`config.mk`:
```
export PLATFORM = sky130hd
export DESIGN_NAME = lsu_bus_ctrl
export DESIGN_NICKNAME = d
export VERILOG_FILES = /design/src/rtl/lsu_bus_ctrl.sv
export SDC_FILE = /design/constraint.sdc
export NUM_CORES = 1
export LEC_CHECK = 0
export BUFFER_PORTS_ARGS = -buffer_cell sky130_fd_sc_hd__buf_2
export CORE_UTILIZATION = 43
export CTS_BUF_LIST = sky130_fd_sc_hd__clkbuf_8
export CTS_CLUSTER_SIZE = 40
export DETAILED_ROUTE_END_ITERATION = 12
export HOLD_SLACK_MARGIN = 0.05
export PLACE_DENSITY = 0.78
export SLEW_MARGIN = 20
export SYNTH_ARGS = -nofsm -noshare
export SYNTH_HDL_FRONTEND = slang
export SYNTH_SLANG_ARGS = --single-unit
```
`constraint.sdc`:
```
create_clock -name clk -period 1.59 [get_ports clk]
set_input_delay 0.318 -clock clk [delete_from_list [all_inputs] [get_ports clk]]
set_output_delay 0.318 -clock clk [all_outputs]
set_load 0.005 [all_outputs]
```
`src/rtl/lsu_bus_ctrl.sv`:
```
// Load/store bus controller: turns one pipeline load or store into a single
// memory-bus transaction, with a bounded wait that ends in an error pulse.
module lsu_bus_ctrl #(
  parameter int unsigned TIMEOUT = 15
) (
  input  logic        clk,
  input  logic        rst,
  input  logic        ld_req,
  input  logic        st_req,
  input  logic [15:0] addr,
  input  logic [15:0] st_data,
  output logic        busy,
  output logic [15:0] mem_data,
  output logic        mem_valid,
  output logic        err,
  output logic        bus_req,
  output logic        bus_we,
  output logic [15:0] bus_addr,
  output logic [15:0] bus_wdata,
  input  logic        bus_ack,
  input  logic [15:0] bus_rdata,
  output logic [1:0]  dbg_state
);

  typedef enum logic [1:0] {
    S_IDLE = 2'd0,
    S_REQ  = 2'd1,
    S_DONE = 2'd2,
    S_ERR  = 2'd3
  } state_t;

  localparam logic [3:0] TIMEOUT_CNT = 4'(TIMEOUT);

  state_t     state, state_nxt;
  logic [3:0] wait_cnt, wait_cnt_nxt;
  logic       accept;

  // Bus handshake: bus_req is held with bus_we/bus_addr/bus_wdata stable until
  // the cycle bus_ack is sampled high (transfer done) or the wait budget runs out;
  // bus_ack seen in any other state is ignored.
  assign accept = (state == S_IDLE) && (ld_req || st_req);

  always_comb begin
    state_nxt    = state;
    wait_cnt_nxt = wait_cnt;
    case (state)
      S_IDLE: begin
        if (accept) begin
          state_nxt    = S_REQ;
          wait_cnt_nxt = 4'd0;
        end
      end
      S_REQ: begin
        if (bus_ack) begin
          state_nxt = S_DONE;
        end else begin
          wait_cnt_nxt = wait_cnt + 4'd1;
          if (wait_cnt_nxt == TIMEOUT_CNT) state_nxt = S_ERR;
        end
      end
      S_DONE:  state_nxt = S_IDLE;
      S_ERR:   state_nxt = S_IDLE;
      default: state_nxt = S_IDLE;
    endcase
  end

  always_ff @(posedge clk or posedge rst) begin
    if (rst) begin
      state    <= S_IDLE;
      wait_cnt <= 4'd0;
    end else begin
      state    <= state_nxt;
      wait_cnt <= wait_cnt_nxt;
    end
  end

  // A simultaneous load and store issues the load; the store is dropped.
  always_ff @(posedge clk or posedge rst) begin
    if (rst) begin
      bus_we    <= 1'b0;
      bus_addr  <= 16'h0000;
      bus_wdata <= 16'h0000;
    end else if (accept) begin
      bus_we    <= ~ld_req;
      bus_addr  <= addr;
      bus_wdata <= st_data;
    end
  end

  always_ff @(posedge clk or posedge rst) begin
    if (rst) begin
      mem_data <= 16'h0000;
    end else if ((state == S_REQ) && bus_ack && !bus_we) begin
      mem_data <= bus_rdata;
    end
  end

  assign busy      = (state != S_IDLE);
  assign bus_req   = (state == S_REQ);
  assign mem_valid = (state == S_DONE);
  assign err       = (state == S_ERR);
  assign dbg_state = state;

endmodule

```
* After elaboration in Yosys (flattened, before gate mapping)
Index checks and enable logic that the tools add are counted.
Operators by class: $add $sub $neg 1, eq/ne operators 7, muxes and demuxes 7, bitwise logic cells 1, reductions and logical operators 11
Operators with widths (number):
- 2-to-1 mux 4 bit | 2
- one-hot mux 4 bit (2 select lines) | 1
- 2-to-1 mux 2 bit | 3
- one-hot mux 2 bit (3 select lines) | 1
- adder 4 x 1 -> 4 bit (second input constant) | 1
- equality test 2 bit (second input constant) | 2
- equality test 4 bit (second input constant) | 1
- inequality test 2 bit (second input constant) | 2
- nonzero test 2 bit | 2
- logical AND 1 bit | 3
- inequality test 3 x 1 -> 1 bit (second input constant) | 1
- AND reduction 3 bit | 1
- equality test 2 x 1 -> 1 bit (second input constant) | 1
- zero test 2 bit | 1
- AND reduction 2 bit | 1
- OR reduction 2 bit | 1
- zero test 1 bit | 1
- logical OR 1 bit | 1
- inverter 1 bit | 1
Storage, ports and cells: bits in registers 55, bits of input ports 53, output and inout bits 55, word-level logic and storage cells 33

* Depth between registers and ports, before layout
Gate-level depths: netlist (run 1).
depth after elaboration 5, mapped depth 5, depth with buffers taken out 5

* Worst setup path after synthesis (run 1)
OpenSTA, ideal clock, no wires.
path type flip-flop to flip-flop, start point reg state[1] (netlist: dbg_state[1]), end point reg bus_addr[15], setup time 125 ps, data arrival time 1377 ps, required time 1465 ps, path slack 88 ps, stages on the path, launching flop included 6, path buffers 1, clock period less this slack 1502 ps, cell sequence dfrtp_1 nor2_1 inv_1 nor2_4 buf_6 mux2_2
On the way: cells in the longest elaborated chain, start to end 2
Ends and longest elaborated chain:
- start, declared | RTL line 34 | state_t state, state_nxt;
- start signal, assigned | RTL line 72 | state <= state_nxt;
- zero test 2 bit | RTL line 41 | assign accept = (state == S_IDLE) && (ld_req || st_req);
- logical AND 1 bit | RTL line 41
- end signal, assigned | RTL line 85 | bus_addr <= addr;
- end, declared | RTL line 18 | output logic [15:0] bus_addr,
Every way passes these cells. A chain may end at the register's enable or synchronous reset.

* Worst setup path in the final report (run 1)
start point reg state[1] (netlist: dbg_state[1]), end point reg bus_addr[8]
Same word-level chain as after synthesis.

==> results.cfg, run 1 <==
[critical_path]
cp_common_cell = nor2_4
cpLargestDelayFamily = flip-flops
cpPeakStageDelay_ns = 0.48
path_cells = nor2_4 -> inv_1 -> nor2_4 -> buf_12 -> mux2_2
crit_arrival_ns = 1.71
required_ns = 1.77
cp_slowest_cell = dfrtp_2
path_max_fanout = 13
cp-start-kind = flop
crit_cells = 5
path_class = reg2reg
rr_worst_depth = 5
worstSetupEndpointType = flop
cp.buffers_inverters = 2

[hold_path]
hold_class = in2async

[placed_design]
io_buffer_count = 107
dpl_cell_area_sq_um = 2900
gp_congestion = 0.744
dp.cells = 317
hpwlAfterDp_microns = 3260

[timing]
hold_viol = 0
setup_viol = 0
timing.final.crit_share_pct = 96.1
fmaxAchievable_ghz = 0.654
period_minus_slack_ns = 1.53
slew_violations = 0
finalClockSkew_ns = 0.00442
relSlewSlack_pct = 82.1
tightest_slew_ns = 0.265

[route]
drc = 0
via_per_inst = 4.78
drtIter0Drc = 45
num_vias = 1567
wirelength_microns = 4570
drtAntennaViolNets = 0
drtPass1Iterations = 4
avgRoutedWirePerCell_microns = 13.9

[finish]
drive_gt1_share_pct = 67.0
fin_area_sq_um = 3040
nets = 315
area_growth_pct = 34.8
antenna_cells = 0
finalNonFillerCells = 328

[synth]
ys_seq_elements = 55
yosysSeqAreaShare_pct = 61.1
synth_nets = 197
synth-edff-count = 0
synth-main-ff-cell = dfrtp_1
synth_common_cells = dfrtp_1 (55), mux2_2 (37), mux2_4 (10)
syn_area_sq_um = 2250
syn_avg_cell_area_sq_um = 15.9
yosysTopAreaCellShare_pct = 61.1
synth_top_cell_by_area = dfrtp_1
syn_inst = 142
ys_warn_count = 0
yosysUniqueCellTypes = 31
async_reset_ff_share_pct = 100
yosys-top-cells-area = dfrtp_1 (61%), mux2_2 (19%), mux2_4 (6.7%), buf_6 (2.0%), ha_1 (1.1%)
synth_most_common_cell = dfrtp_1

[clock_tree]
clock_latency_ns = 0.30
cts-buffers-inserted = 5
root_buffer = clkbuf_8
cts_hold_buf = 0
cts_tree = yes
cts_buffer_depth = 2
clkSlewWorstSetupHoldPaths_ns = 0.09
cts.sinks = 55
htreeDepth = 2

[global_route]
grt_pass1_vias = 1468
grt_pass1_wl_microns = 6570
grt_start_max_net_pins = 56
antenna_found_initial = 0
gr-total-overflow = 0
grt_usage_pct = 15.7

[power_and_ir_drop]
cellPowerDensity_nw_per_um2 = 1870
vdd_drop_max_mv = 1.06
p_leak_nw = 1.50

[floorplanning]
core_area_sq_um = 4880
ioPinCount = 108
dieArea_sq_um = 5530
die_w_microns = 74.4
initial_core_util_pct = 46.2
die_y_microns = 74.4
row_count = 25

[status]
status = finished, final reports clean

[run]
drv_cap = 0
-- stage by stage --
step	worst slack (ns)	utilization, %	hold slack, ns	setup TNS (ns)	total power [mW]
final	0.0615	62.2	0.0956	0	5.66
after global routing	-0.00190	62.2	0.124	-0.00256	6.07
after CTS	0.0125	61.1	0.0977	0	5.59
after detailed placement	-0.00272	59.4	0.426	-0.00272	4.87
after global placement	0.0733	59.4	0.415	0	4.78
after floorplan	0.0884	-	0.392	0	3.85
-- repair_timing --
action,4_1_cts,5_1_grt
cloned,0,2
gates resized for setup,1,3
setup endpoints to repair,13,33
setup buffers,0,1
pin swaps,0,1
-- area by class of cell --
class                   count  area, sq um
fillers                   418         1840
repair buffers            116          666
well taps                  67         83.8
inverters                   6         26.3
clock inverters             3         12.5
flip-flops and latches     55         1380
clock buffers               5         68.8
multi-input cells          76          801
-- cell usage in the layout, fill, tap and decap left out, drive strengths merged --
cell type,n
a21oi,2
a32oi,1
and2,1
and3b,1
buf,115
clkbuf,6
clkinv,1
clkinvlp,1
dfrtp,55
ha,2
inv,7
mux2,48
mux2i,1
nand2,1
nand2b,1
nand3,2
nand3b,1
nand4b,1
nor2,3
nor2b,2
nor4bb,1
o211ai,1
o21ai,1
o221ai,1
o22ai,1
o31ai,1
or3,1
or3b,1
xnor2,1
-- cells by family (layout without fill, tap and decap cells) --
kind of cell / Yosys count / after routing / share of synthesized area (%)
fa+ha+maj: 2 / 2 / 1.11
flops: 55 / 55 / 61.1
simple gates: 16 / 16 / 5.22
compound gates: 8 / 8 / 2.39
mux: 49 / 49 / 26.1
buf+inv: 11 / 130 / 3.67
xor+xnor: 1 / 1 / 0.389
-- tightest hold or removal path, stage by stage --
cell	delay [ns]
buf_2	0.11
clkinvlp_4	0.08
buf_12	0.27
-- final timing paths --
check	slack [ns]	to	start
max	0.06	bus_addr[8]$_DFFE_PP0P_	dbg_state[1]$_DFFE_PP0P_
min	0.1	bus_wdata[15]$_DFFE_PP0P_	rst
max reg2reg	0.06	bus_addr[8]$_DFFE_PP0P_	dbg_state[1]$_DFFE_PP0P_
min reg2reg	0.51	mem_data[7]$_DFFE_PP0P_	mem_data[7]$_DFFE_PP0P_
max in group asynchronous	1.25	dbg_state[1]$_DFFE_PP0P_	rst
min in group clk	0.20	bus_we$_DFFE_PP0P_	ld_req
-- power by group --
| part | total (mW) | switching, mW | internal (mW) |
|---|---|---|---|
| Clock | 0.704 | 0.407 | 0.297 |
| Combinational | 2.49 | 0.936 | 1.55 |
| Sequential | 2.47 | 0.382 | 2.09 |
| Total | 5.66 | 1.73 | 3.94 |
-- state kept, by name, summed over array words and instances, names as in the netlist --
name	flops
bus_we	1
mem_data	16
wait_cnt	4
bus_wdata	16
bus_addr	16
dbg_state	2
-- per-layer routing --
metal  GRT usage (%)  vias to the layer above  part of all wire [%]
met1            19.8                      750                    45
li1                -                      732                     -
met3            4.47                        5                   8.4
met4            5.66                        0                  0.92
met2            25.7                       80                    46
met5               0                        -                     0
Note: power is estimated with default switching activity, not from simulation.
==> inputs of run 2 (changes only) <==
--- a/config.mk
+++ b/config.mk
@@ -5,14 +5,15 @@
 export SDC_FILE = /design/constraint.sdc
 export NUM_CORES = 1
 export LEC_CHECK = 0
+export ABC_AREA = 1
 export BUFFER_PORTS_ARGS = -buffer_cell sky130_fd_sc_hd__buf_2
 export CORE_UTILIZATION = 43
 export CTS_BUF_LIST = sky130_fd_sc_hd__clkbuf_8
 export CTS_CLUSTER_SIZE = 40
 export DETAILED_ROUTE_END_ITERATION = 12
 export HOLD_SLACK_MARGIN = 0.05
-export PLACE_DENSITY = 0.78
-export SLEW_MARGIN = 20
+export PLACE_DENSITY = 0.77
+export SLEW_MARGIN = 25
 export SYNTH_ARGS = -nofsm -noshare
 export SYNTH_HDL_FRONTEND = slang
 export SYNTH_SLANG_ARGS = --single-unit
==> run 2 against run 1 <==
Net effect:
- synthesized cell count up 84%
- die area up 4.1%
- synthesized area up 4.2%
- count of clock-buffer cells in the layout up 1
- cell count up 34%
- design area about the same
- first-iteration DRC count up 110%
- global-route usage up 2.7 points
- sequential power down 2%
- maximum frequency up 2.0%
- clock skew about the same
- core utilization down 3.5 points
- highest routed layer unchanged
==> results.cfg, run 2 <==
[status]
status = finished, final reports clean

[synth]
synth_top_family_by_area = simple AND/OR/NAND/NOR gates
yosysTopAreaCellShare_pct = 58.7
ys_seq_elements = 55
synth_common_cells = nand2_1 (82), dfrtp_1 (55), inv_1 (42)
yosys.area_share.simple_pct = 21.1
synth_nets = 316
synth-main-ff-cell = dfrtp_1
yosysSeqAreaShare_pct = 58.7
synth-compound-area-share_pct = 7.73
yosysUniqueCellTypes = 21
synthAdderAreaFrac_pct = 1.07
syn_area_sq_um = 2350
syn_inst = 261
syn_avg_cell_area_sq_um = 8.99
muxShareOfSynthArea_pct = 0
synthXorXnorAreaFrac_pct = 0
yosys-top-cells-area = dfrtp_1 (59%), nand2_1 (13%), inv_1 (6.7%), o21ai_1 (5.3%), nand4_1 (4.5%)
synth_most_common_cell = nand2_1
ys_warn_count = 0
synth-edff-count = 0
async_reset_ff_share_pct = 100
synth_top_cell_by_area = dfrtp_1

[clock_tree]
cts_tree = yes
cts_buffer_depth = 2
cts-buffers-inserted = 5
clkSlewWorstSetupHoldPaths_ns = 0.09
cts_hold_buf = 0
root_buffer = clkbuf_8
clock_latency_ns = 0.31
post_cts_buffers = 0
cts.sinks = 55
htreeDepth = 2

[critical_path]
crit_arrival_ns = 1.18
path_max_fanout = 8
reg2reg_to = mem_data[7]$_DFFE_PP0P_
reg2reg_slack_ns = 0.25
cp-start-kind = flop
path_class = reg2out
rr_worst_depth = 4
path_cells = nor2_4 -> buf_2
r2r_start = dbg_state[1]$_DFFE_PP0P_
worstSetupEndpointType = output port
cp-startpoint = dbg_state[1]$_DFFE_PP0P_
required_ns = 1.27
cp_slowest_cell = dfrtp_1
cpPeakStageDelay_ns = 0.47

[power_and_ir_drop]
swShare_pct = 37.6
combPwrFrac_pct = 40.3
p_leak_nw = 1.78
p_clk_share_pct = 14.8
vdd_drop_max_mv = 0.933
seqPwrFrac_pct = 44.9
power.total_mw = 5.37
cellPowerDensity_nw_per_um2 = 1770
p_sw_mw = 2.02
power.internal_mw = 3.35

[placed_design]
io_buffer_count = 107
gp_congestion = 0.799
hpwlAfterDp_microns = 3750
dp.cells = 431

[timing]
slew_violations = 0
fmaxAchievable_ghz = 0.667
period_minus_slack_ns = 1.50
setup_viol = 0
tns_ns = 0
relSlewSlack_pct = 69.3
hold_viol = 0
timing.final.crit_share_pct = 94.3
whs_ns = 0.0751
finalClockSkew_ns = 0.00476
tightest_slew_ns = 0.457
rsz0062_at_grt = false

[finish]
nets = 423
biggestRegsByFlops = bus_addr x16, bus_wdata x16, mem_data x16
drive_gt1_share_pct = 34.7
finalNonFillerCells = 439
area_growth_pct = 29.4
final_common_cell = buf_2
layout_common_cells = buf_2 (107), nand2_1 (82), dfrtp_1 (54)
fin_util_pct = 58.7
antenna_cells = 0

[route]
num_vias = 2006
highest_layer = met4
route.met2.wl_microns = 2580
wirelength_microns = 5130
drtPass1Iterations = 4
drc = 0
drtIter0Drc = 95
drtAntennaViolNets = 0
avgRoutedWirePerCell_microns = 11.7
met1_length_microns = 2230
wl_met3_microns = 263
via_per_inst = 4.57

[floorplanning]
core_area_sq_um = 5170
dieArea_sq_um = 5760
die_w_microns = 75.9
initial_core_util_pct = 45.4
row_count = 26
die_y_microns = 75.9
ioPinCount = 108

[global_route]
grt_pass1_wl_microns = 7850
grt_usage_pct = 18.4
grt_start_max_net_pins = 56
antenna_found_initial = 0
grt_pass1_vias = 1768
gr-total-overflow = 0

[run]
drv_cap = 0

[hold_path]
hold_class = in2async
## run 2: cell types whose count changed after synthesis, moves of 8 or more
| cell | change |
|---|---|
| nand2_1 | +81 |
| o21ai_1 | +24 |
| mux2_2 | -37 |
| o21ai_0 | +8 |
| inv_1 | +36 |
| mux2_4 | -10 |
| nand4_1 | +17 |
## run 2: power groups by stage
| stage | Combinational [mW] | Sequential, mW | Clock, mW |
|---|---|---|---|
| after detailed placement | 2.20 | 2.44 | 0 |
| after global placement | 2.13 | 2.41 | 0 |
| after CTS | 2.20 | 2.41 | 0.828 |
| after global routing | 2.49 | 2.50 | 0.861 |
| final | 2.16 | 2.41 | 0.794 |
| after floorplan | 1.22 | 2.49 | 0 |
## run 2: worst max-delay path, delay by kind of cell (launching register included)
kind / cells / cell delay (ns)
buffers and inverters: 1 / 0.16
flip-flops: 1 / 0.47
AND/OR/NAND/NOR: 1 / 0.24
## run 2: final cells by class
| cell class | count | area (sq um) |
|---|---|---|
| clock buffers | 6 | 82.6 |
| flip-flops and latches | 55 | 1380 |
| well taps | 70 | 87.6 |
| inverters | 44 | 169 |
| multi-input cells | 149 | 702 |
| repair buffers | 113 | 606 |
| clock inverters | 2 | 12.5 |
| fillers | 470 | 2140 |
## run 2: routing by layer
metal / track usage (%) / up-vias
met4: 6.79 / 0
li1: - / 1020
met3: 4.10 / 7
met1: 21.5 / 926
met2: 32.7 / 53
met5: 0 / -
## run 2: worst max path at each step
stage                                           to  slack, ns  cells after the start
final                                      bus_req       0.09                      2
after global routing                       bus_req       0.03                      2
after CTS                                  bus_req       0.04                      3
after detailed placement   mem_data[7]$_DFFE_PP0P_       0.22                      5
after global placement    mem_data[10]$_DFFE_PP0P_       0.32                      5
after floorplan                            bus_req       0.43                      4
## run 2: stage by stage
stage / cell area (sq um) / setup slack [ns]
floorplan: 2350 / 0.431
global placement: 2940 / 0.324
detailed placement: 2940 / 0.223
CTS: 3040 / 0.0421
global route: 3040 / 0.0335
finish: 3040 / 0.0913
## run 2: cell families (layout without fill, tap and decap cells)
logic type	after synthesis	count (layout)
AND/OR/NAND/NOR	113	113
buffers and inverters	57	165
flip-flops	55	55
AO/OA/AOI/OAI	34	34
adder cells (fa/ha/maj)	2	2
## run 2: timing repair
item,4_1_cts,5_1_grt
endpoints found under the setup margin,0,1
resized for setup,0,1
hold endpoints to repair,0,0
==> inputs of run 3 (changes only) <==
--- a/config.mk
+++ b/config.mk
@@ -13,6 +13,7 @@
 export DETAILED_ROUTE_END_ITERATION = 12
 export HOLD_SLACK_MARGIN = 0.05
 export PLACE_DENSITY = 0.77
+export REMOVE_ABC_BUFFERS = 1
 export SLEW_MARGIN = 25
 export SYNTH_ARGS = -nofsm -noshare
 export SYNTH_HDL_FRONTEND = slang
==> run 3 against run 2 <==
Net effect:
- setup slack better by 0.0011 ns
- sequential share of layout area down 0.59 points
- maximum frequency about the same
- highest routed layer unchanged
- hold slack better by 0.16 ns
- combinational power about the same
- register-to-register slack better by 0.12 ns
- critical path type unchanged
- flip-flop and latch count unchanged
==> results.cfg, run 3 (synthesized netlist as in run 2, its figures left out) <==
[global_route]
gr-total-overflow = 0
grt_pass1_vias = 1782
grt_start_max_net_pins = 72
grt_usage_pct = 17.5
antenna_found_initial = 0
grt_pass1_wl_microns = 7550

[power_and_ir_drop]
vdd_drop_max_mv = 0.826
p_sw_mw = 2.00
combPwrFrac_pct = 39.1
seqPwrFrac_pct = 44.4
cellPowerDensity_nw_per_um2 = 1780
p_clk_share_pct = 16.6
p_leak_nw = 1.81
power.internal_mw = 3.49
swShare_pct = 36.5
power.total_mw = 5.49

[critical_path]
path_max_fanout = 11
worstSetupEndpointType = output port
path_class = reg2out
crit_arrival_ns = 1.18
cp-start-kind = flop
required_ns = 1.27

[placed_design]
io_buffer_count = 107
post-place-ws_ns = 0.346
hpwlAfterDp_microns = 3680
gp_congestion = 0.733

[route]
wirelength_microns = 4920
num_vias = 1992
avgRoutedWirePerCell_microns = 11.1
drtIter0Drc = 67
via_per_inst = 4.51
drtAntennaViolNets = 0
drtPass1Iterations = 5
drc = 0

[timing]
setup_viol = 0
tightest_slew_ns = 0.483
fmaxAchievable_ghz = 0.668
slew_violations = 0
whs_ns = 0.236
rsz0062_at_grt = false
timing.final.crit_share_pct = 94.2
fin_ws_ns = 0.0924
relSlewSlack_pct = 67.5
period_minus_slack_ns = 1.50
hold_viol = 0
finalClockSkew_ns = 0.0114

[run]
drv_cap = 0

[floorplanning]
dieArea_sq_um = 5760
die_y_microns = 75.9
ioPinCount = 108
die_w_microns = 75.9
row_count = 26
initial_core_util_pct = 45.4
core_area_sq_um = 5170

[clock_tree]
post_cts_buffers = 0
root_buffer = clkbuf_8
clock_latency_ns = 0.30
htreeDepth = 2
cts.sinks = 55
cts_tree = yes
cts_buffer_depth = 2
clkSlewWorstSetupHoldPaths_ns = 0.10
cts-buffers-inserted = 5

[status]
status = finished, final reports clean

[finish]
biggestRegsByFlops = bus_addr x16, bus_wdata x16, mem_data x16
nets = 426
fin_util_pct = 59.5
drive_gt1_share_pct = 35.2
antenna_cells = 0
layout_common_cells = buf_2 (107), nand2_1 (82), dfrtp_1 (53)
final_common_cell = buf_2
area_growth_pct = 31.3

[hold_path]
hold_class = in2reg
==> run 3: cell type report <==
class                      instances  area, sq um
inverter                          44          165
multi-input combinational        149          702
fill                             476         2090
timing repair buffer             116          634
clock inverter                     3         42.5
tap                               70         87.6
sequential                        55         1380
clock buffer                       5         68.8
==> run 3: repair_timing <==
action,CTS,global route
setup endpoints to repair,0,1
gates resized for setup,0,3
endpoints found under the hold margin,15,0
hold buffers,1,0
==> run 3: metrics by stage <==
step	instances	setup TNS [ns]	area (sq um)
2_1_floorplan	248	-3.90	2240
3_3_place_gp	433	0	2950
3_5_place_dp	433	0	2950
4_1_cts	442	0	3070
5_1_grt	442	0	3080
6_report	442	0	3080
==> run 3: routing by layer <==
layer / routed length [microns] / global-route usage, % / vias to the layer above
met5: 0 / 0 / -
met4: 10 / 4.32 / 0
met3: 387 / 4.76 / 2
met2: 2250 / 31.3 / 88
met1: 2270 / 20.8 / 868
li1: - / - / 1034
==> run 3: path summary, 6_finish.rpt <==
| kind | slack (ns) | cells past startpoint | end | startpoint |
|---|---|---|---|---|
| worst max-delay path | 0.09 | 3 | bus_req | dbg_state[1]$_DFFE_PP0P_ |
| worst min-delay path | 0.24 | 3 | bus_addr[3]$_DFFE_PP0P_ | addr[3] |
| worst max register to register | 0.37 | 5 | bus_addr[9]$_DFFE_PP0P_ | dbg_state[0]$_DFFE_PP0P_ |
| min in group asynchronous | 0.55 | 3 | mem_data[5]$_DFFE_PP0P_ | rst |
| max in group asynchronous | 0.51 | 4 | dbg_state[0]$_DFFE_PP0P_ | rst |
| worst min register to register | 0.48 | 2 | mem_data[7]$_DFFE_PP0P_ | mem_data[7]$_DFFE_PP0P_ |
==> run 3: critical path: stages (launching register included) <==
cell and delay (ns):
dfrtp_2 0.47, nor2_4 0.15, buf_6 0.15, buf_2 0.11
==> run 3: power by group through the flow <==
stage / registers, mW / logic, mW / clock network, mW
floorplan: 2.49 / 1.02 / 0
global placement: 2.43 / 2.11 / 0
detailed placement: 2.44 / 2.18 / 0
CTS: 2.43 / 2.18 / 0.938
global route: 2.52 / 2.48 / 0.996
finish: 2.44 / 2.14 / 0.908
